$ cat config.mk
export PLATFORM = sky130hd
export DESIGN_NAME = mad_min_select_flat
export DESIGN_NICKNAME = d
export VERILOG_FILES = /design/src/rtl/mad_min_select_pkg.sv /design/src/rtl/mad_min_select_if.sv /design/src/rtl/mad_best_reg.sv /design/src/rtl/mad_min_select.sv /design/src/flat_wrapper.sv
export SDC_FILE = /design/constraint.sdc
export NUM_CORES = 1
export LEC_CHECK = 0
export ABC_AREA = 1
export BUFFER_PORTS_ARGS = -buffer_cell sky130_fd_sc_hd__buf_2
export CAP_MARGIN = 20
export CORE_UTILIZATION = 45
export DETAILED_ROUTE_END_ITERATION = 10
export PLACE_DENSITY = 0.68
export SKIP_CTS_REPAIR_TIMING = 1
export SYNTH_ARGS = -nofsm -noshare
export SYNTH_HDL_FRONTEND = slang
export SYNTH_SLANG_ARGS = --single-unit
$ cat constraint.sdc
create_clock -name clk -period 1.6 [get_ports clk]
set_input_delay 0.16 -clock clk [delete_from_list [all_inputs] [get_ports clk]]
set_output_delay 0.16 -clock clk [all_outputs]
set_load 0.01 [all_outputs]
$ cat src/rtl/mad_min_select_pkg.sv
// Shared widths, default serial-register length and FSM state encoding for mad_min_select.
// No logic here; constants and types only.
// Imported by the top level and the best-value register.
package mad_min_select_pkg;

    localparam int MAD_W         = 12;
    localparam int COORD_W       = 8;
    localparam int DEF_SHIFT_LEN = 20;

    typedef enum logic [1:0] {
        ST_IDLE   = 2'd0,
        ST_SEARCH = 2'd1,
        ST_EMIT   = 2'd2,
        ST_DRAIN  = 2'd3
    } state_t;

endpackage

$ cat src/rtl/mad_min_select_if.sv
// Candidate stream in, best-result / load-pulse out, bundled for mad_min_select.
// Pure wiring, zero latency.
// mad_ready advertises when candidates are consumed; there is no other backpressure.
interface mad_min_select_if;

    logic                                    start;
    logic                                    mad_valid;
    logic [mad_min_select_pkg::MAD_W-1:0]    mad_in;
    logic [mad_min_select_pkg::COORD_W-1:0]  coord_in;
    logic                                    last;
    logic                                    mad_ready;
    logic [mad_min_select_pkg::COORD_W-1:0]  coordinate;
    logic [mad_min_select_pkg::MAD_W-1:0]    mad;
    logic                                    en_input;
    logic                                    busy;

    modport slave (
        input  start, mad_valid, mad_in, coord_in, last,
        output mad_ready, coordinate, mad, en_input, busy
    );

    modport master (
        output start, mad_valid, mad_in, coord_in, last,
        input  mad_ready, coordinate, mad, en_input, busy
    );

endinterface

$ cat src/rtl/mad_best_reg.sv
// Running minimum of (MAD, coordinate) over accepted candidates; earliest wins ties.
// nxt_* is combinational (current best folded with this cycle's candidate); registers update each edge.
// No backpressure: every cycle with accept=1 consumes one candidate.
module mad_best_reg
    import mad_min_select_pkg::*;
(
    input  logic               clk,
    input  logic               rst,
    input  logic               accept,
    input  logic               first,
    input  logic [MAD_W-1:0]   mad_in,
    input  logic [COORD_W-1:0] coord_in,
    output logic [MAD_W-1:0]   nxt_mad,
    output logic [COORD_W-1:0] nxt_coord
);

    logic [MAD_W-1:0]   best_mad;
    logic [COORD_W-1:0] best_coord;

    // First candidate loads unconditionally (so 0xFFF is kept); later ones only on strictly smaller MAD.
    always_comb begin
        nxt_mad   = best_mad;
        nxt_coord = best_coord;
        if (accept && (first || (mad_in < best_mad))) begin
            nxt_mad   = mad_in;
            nxt_coord = coord_in;
        end
    end

    // Best-value registers.
    always_ff @(posedge clk or posedge rst) begin
        if (rst) begin
            best_mad   <= '0;
            best_coord <= '0;
        end else begin
            best_mad   <= nxt_mad;
            best_coord <= nxt_coord;
        end
    end

endmodule

$ cat src/rtl/mad_min_select.sv
// Block-search minimum selector: picks the lowest-MAD motion vector and loads it into a serial output register.
// en_input pulses one cycle after the last candidate is accepted; coordinate/mad hold until the next pulse.
// Candidates are taken only while mad_ready=1; DRAIN holds off the next search until the shift-out completes.
module mad_min_select
    import mad_min_select_pkg::*;
#(
    parameter int SHIFT_LEN = DEF_SHIFT_LEN
) (
    input  logic            clk,
    input  logic            rst,
    mad_min_select_if.slave bus
);

    localparam int                CNT_W    = $clog2(SHIFT_LEN);
    localparam logic [CNT_W-1:0]  CNT_LAST = CNT_W'(SHIFT_LEN - 2);

    state_t             state;
    logic               first;
    logic [CNT_W-1:0]   drain_cnt;
    logic               mad_ready;
    logic               busy;
    logic               en_input;
    logic [COORD_W-1:0] coordinate;
    logic [MAD_W-1:0]   mad;

    logic               accept;
    logic [MAD_W-1:0]   nxt_mad;
    logic [COORD_W-1:0] nxt_coord;

    // Candidates count only in SEARCH; valid elsewhere is dropped.
    assign accept = (state == ST_SEARCH) && bus.mad_valid;

    mad_best_reg u_best (
        .clk       (clk),
        .rst       (rst),
        .accept    (accept),
        .first     (first),
        .mad_in    (bus.mad_in),
        .coord_in  (bus.coord_in),
        .nxt_mad   (nxt_mad),
        .nxt_coord (nxt_coord)
    );

    // Search FSM with registered outputs; DRAIN spaces successive loads by the shift-register length.
    always_ff @(posedge clk or posedge rst) begin
        if (rst) begin
            state      <= ST_IDLE;
            first      <= 1'b0;
            drain_cnt  <= '0;
            mad_ready  <= 1'b0;
            busy       <= 1'b0;
            en_input   <= 1'b0;
            coordinate <= '0;
            mad        <= '0;
        end else begin
            en_input <= 1'b0;
            case (state)
                ST_IDLE: begin
                    if (bus.start) begin
                        state     <= ST_SEARCH;
                        first     <= 1'b1;
                        mad_ready <= 1'b1;
                        busy      <= 1'b1;
                    end
                end
                ST_SEARCH: begin
                    if (bus.mad_valid) begin
                        first <= 1'b0;
                        if (bus.last) begin
                            // Capture the best including this final candidate, so EMIT drives it directly.
                            state      <= ST_EMIT;
                            mad_ready  <= 1'b0;
                            en_input   <= 1'b1;
                            coordinate <= nxt_coord;
                            mad        <= nxt_mad;
                        end
                    end
                end
                ST_EMIT: begin
                    state     <= ST_DRAIN;
                    drain_cnt <= '0;
                end
                ST_DRAIN: begin
                    if (drain_cnt == CNT_LAST) begin
                        state     <= ST_IDLE;
                        busy      <= 1'b0;
                        drain_cnt <= '0;
                    end else begin
                        drain_cnt <= drain_cnt + CNT_W'(1);
                    end
                end
                default: begin
                    state     <= ST_IDLE;
                    busy      <= 1'b0;
                    mad_ready <= 1'b0;
                end
            endcase
        end
    end

    assign bus.mad_ready  = mad_ready;
    assign bus.busy       = busy;
    assign bus.en_input   = en_input;
    assign bus.coordinate = coordinate;
    assign bus.mad        = mad;

endmodule

$ cat src/flat_wrapper.sv
// flat-port wrapper written by rule: the top's interface ports become plain ports
module mad_min_select_flat import mad_min_select_pkg::*;
#(
    parameter int SHIFT_LEN = DEF_SHIFT_LEN
)
  (clk, rst, bus_start, bus_mad_valid, bus_mad_in, bus_coord_in, bus_last, bus_mad_ready, bus_coordinate, bus_mad, bus_en_input, bus_busy);
  mad_min_select_if bus_i ();
  input  logic clk;
  input  logic rst;
  input wire logic [$bits(bus_i.start)-1:0] bus_start;
  input wire logic [$bits(bus_i.mad_valid)-1:0] bus_mad_valid;
  input wire logic [$bits(bus_i.mad_in)-1:0] bus_mad_in;
  input wire logic [$bits(bus_i.coord_in)-1:0] bus_coord_in;
  input wire logic [$bits(bus_i.last)-1:0] bus_last;
  output wire logic [$bits(bus_i.mad_ready)-1:0] bus_mad_ready;
  output wire logic [$bits(bus_i.coordinate)-1:0] bus_coordinate;
  output wire logic [$bits(bus_i.mad)-1:0] bus_mad;
  output wire logic [$bits(bus_i.en_input)-1:0] bus_en_input;
  output wire logic [$bits(bus_i.busy)-1:0] bus_busy;
  assign bus_i.start = bus_start;
  assign bus_i.mad_valid = bus_mad_valid;
  assign bus_i.mad_in = bus_mad_in;
  assign bus_i.coord_in = bus_coord_in;
  assign bus_i.last = bus_last;
  assign bus_mad_ready = bus_i.mad_ready;
  assign bus_coordinate = bus_i.coordinate;
  assign bus_mad = bus_i.mad;
  assign bus_en_input = bus_i.en_input;
  assign bus_busy = bus_i.busy;
  mad_min_select #(.SHIFT_LEN(SHIFT_LEN)) u_core (.clk(clk), .rst(rst), .bus(bus_i));
endmodule
==> flow_summary.toml <==
[place]
hpwl_um = 3900
gp_congestion = 0.826
portBuffers = 47
placed_area_mm2 = 0.00305

[final_layout]
multi_input_area_mm2 = 0.00133
n_fill_cell = 473
final_area_mm2 = 0.00353
area_delta_synth_final_pct = 34.7
nets = 432
n_antenna_cell = 0
seq_area_mm2 = 0.00128
drive_gt1_share_pct = 35.5

[routing]
drt_iter0_markers = 154
drt_pass1_iterations = 4
ant_nets = 0
vias = 2276
routed_wl_um = 6130
vias_per_cell = 4.92
drc = 0
wl_per_cell_um = 13.2

[logic_synthesis]
synth_top_area_share_pct = 48.7
syn_nets = 367
yosysSeqAreaShare_pct = 48.7
yosysTopAreaCell = "dfrtp_1"
synth_ff_type = "dfrtp_1"
synthesis.area_mm2 = 0.00262
ys_async_sr_fraction_pct = 100
synth_area_leaders = "dfrtp_1, nand2_1, inv_1, nand3_1, ha_1"
synthTopCellsByCount = "nand2_1, inv_1, dfrtp_1"
synth_cell_types = 19
syn_inst = 325
post-synth-top-count-cell = "nand2_1"
ys_seq_elements = 51
yosys_warnings = 0
synth_area_per_cell_um2 = 8.06
synth-edff-count = 0

[global_route]
antenna_found_initial = 0
grt_pass1_wl_um = 9010
grt_use_total_pct = 18.9
gr-total-overflow = 0
grt_max_degree = 24
grt_pass1_vias = 1944

[floorplan]
coreArea_mm2 = 0.00557
fp.dieH_um = 78.3
io_pins = 48
die_width_um = 78.3
num_rows = 27
die_area_mm2 = 0.00613
start_util_pct = 47.0

[sta]
relSlewSlack_pct = 52.9
rsz0062_at_grt = "true"
hold_violations = 0
period_share_pct = 115
holdWs_ns = 0.196
skew_ns = 0.00759
slew_viol_final = 0
tightest_slew_ns = 0.705
fmax_ghz = 0.542
setup_viol = 40
setup_slack_ns = -0.245
min_period_ns = 1.85

[worst_setup_path]
cp_max_fo = 5
critPathArrivalTime_ns = 2.05
cp-start-kind = "flip-flop"
crit_type = "reg -> reg"
required_ns = 1.80
end_kind = "flip-flop"

[pwr]
p_per_area_mw_per_mm2 = 1860
power_uw = 6550
p_int_uw = 4060
peakVddDrop_mv = 0.990
power.switching_uw = 2490
p_comb_share_pct = 51.2
p_clk_share_pct = 16.0
p_leak_uw = 0.00193
seqPwrFrac_pct = 32.7
sw_frac_of_total_pct = 38.0

[outcome]
violations = "negative setup slack"
status = "finished with violations"

[clocking]
numCtsBuffers = 5
clk_pin_slew_worst_paths_ns = 0.10
clock_latency_ns = 0.30
h-tree-depth = 2
cts_tree = "yes"
clk_path_buf_depth = 2
ctsRootBufferMaster = "clkbuf_8"
cts_sinks = 51

[job]
max-cap-violations = 0

[worst_hold_path]
hold_path.class = "in -> reg"
-- state kept, by name, summed over array words and instances, names as in the netlist --
register                  count
u_core.drain_cnt              5
u_core.u_best.best_coord      8
u_core.state                  2
u_core.bus.mad_ready          1
u_core.bus.en_input           1
u_core.first                  1
u_core.u_best.best_mad       12
u_core.bus.busy               1
u_core.bus.mad               12
u_core.bus.coordinate         8
-- final cells by class --
type | count | share of cell area, %
Multi-Input combinational cell | 204 | 37.7
Sequential cell | 51 | 36.2
Timing Repair Buffer | 68 | 13.5
Inverter | 60 | 6.38
Tap cell | 72 | 2.55
Clock buffer | 6 | 2.06
Clock inverter | 2 | 1.70
-- cells by family after synthesis --
logic type	after synthesis	share of synthesized area, %
xor gates and xnor gates	1	0.335
buffers and inverters	70	10.8
DFF	51	48.7
and+or+nand+nor	168	28.5
AOI/OAI and AO/OA	18	3.54
adders and majority gates	17	8.12
-- final timing paths --
check,to,slack (ns),cells past startpoint,startpoint
max,u_core.u_best.best_mad[1]$_DFF_PP0_,-0.25,13,u_core.u_best.best_mad[11]$_DFF_PP0_
min,u_core.u_best.best_coord[4]$_DFF_PP0_,0.20,4,bus_coord_in[4]
max reg2reg,u_core.u_best.best_mad[1]$_DFF_PP0_,-0.25,13,u_core.u_best.best_mad[11]$_DFF_PP0_
min reg2reg,u_core.bus.coordinate[6]$_DFFE_PP0P_,0.48,2,u_core.bus.coordinate[6]$_DFFE_PP0P_
max in group asynchronous,u_core.u_best.best_mad[4]$_DFF_PP0_,0.66,4,rst
min in group asynchronous,u_core.u_best.best_mad[10]$_DFF_PP0_,0.43,3,rst
-- stage by stage --
step,setup TNS [ns],worst slack [ns],std cells,util (%)
floorplan,-0.168,-0.00905,325,-
global placement,-3.52,-0.104,450,54.7
detailed placement,-5.62,-0.175,450,54.7
CTS,-6.75,-0.203,458,57.0
global route,-13.33,-0.357,463,63.3
finish,-8.26,-0.245,463,63.3
-- power by group through the flow --
stage	logic (uW)	clock network [uW]	registers [uW]
4_1_cts	2550	1070	2130
3_5_place_dp	2540	0	2150
2_1_floorplan	1540	0	2250
6_report	3360	1050	2140
3_3_place_gp	2470	0	2130
5_1_grt	3750	1110	2210
-- critical path, stage by stage, from the launching register on --
cell and delay (ns):
dfrtp_1 0.37, inv_2 0.06, ha_4 0.28, nand2_4 0.06, nor2_4 0.09, nand2_2 0.07, nor2_2 0.10, nand2_1 0.05
nand2_1 0.07, nand2_2 0.09, nand2_4 0.14, clkbuf_16 0.17, nand2_2 0.05, and2_4 0.15
-- metal layers --
layer | wire length (um) | track usage (%)
met1 | 2910 | 29.0
met2 | 2850 | 27.9
met3 | 307 | 2.56
met4 | 56 | 5.00
met5 | 0 | 0
-- layout by cell type, fill, tap and decap left out, drive strengths merged --
master and n:
nor2 13, buf 65, inv 60, bufinv 2
o21ai 10, nor3 1, nand2 90, ha 17
dfrtp 51, dlygate4sd3 1, a21oi 6, nand4 1
xnor2 1, and2 20, clkbuf 8, o22ai 2
nand3 43
Note: power is estimated with default switching activity, not from simulation.
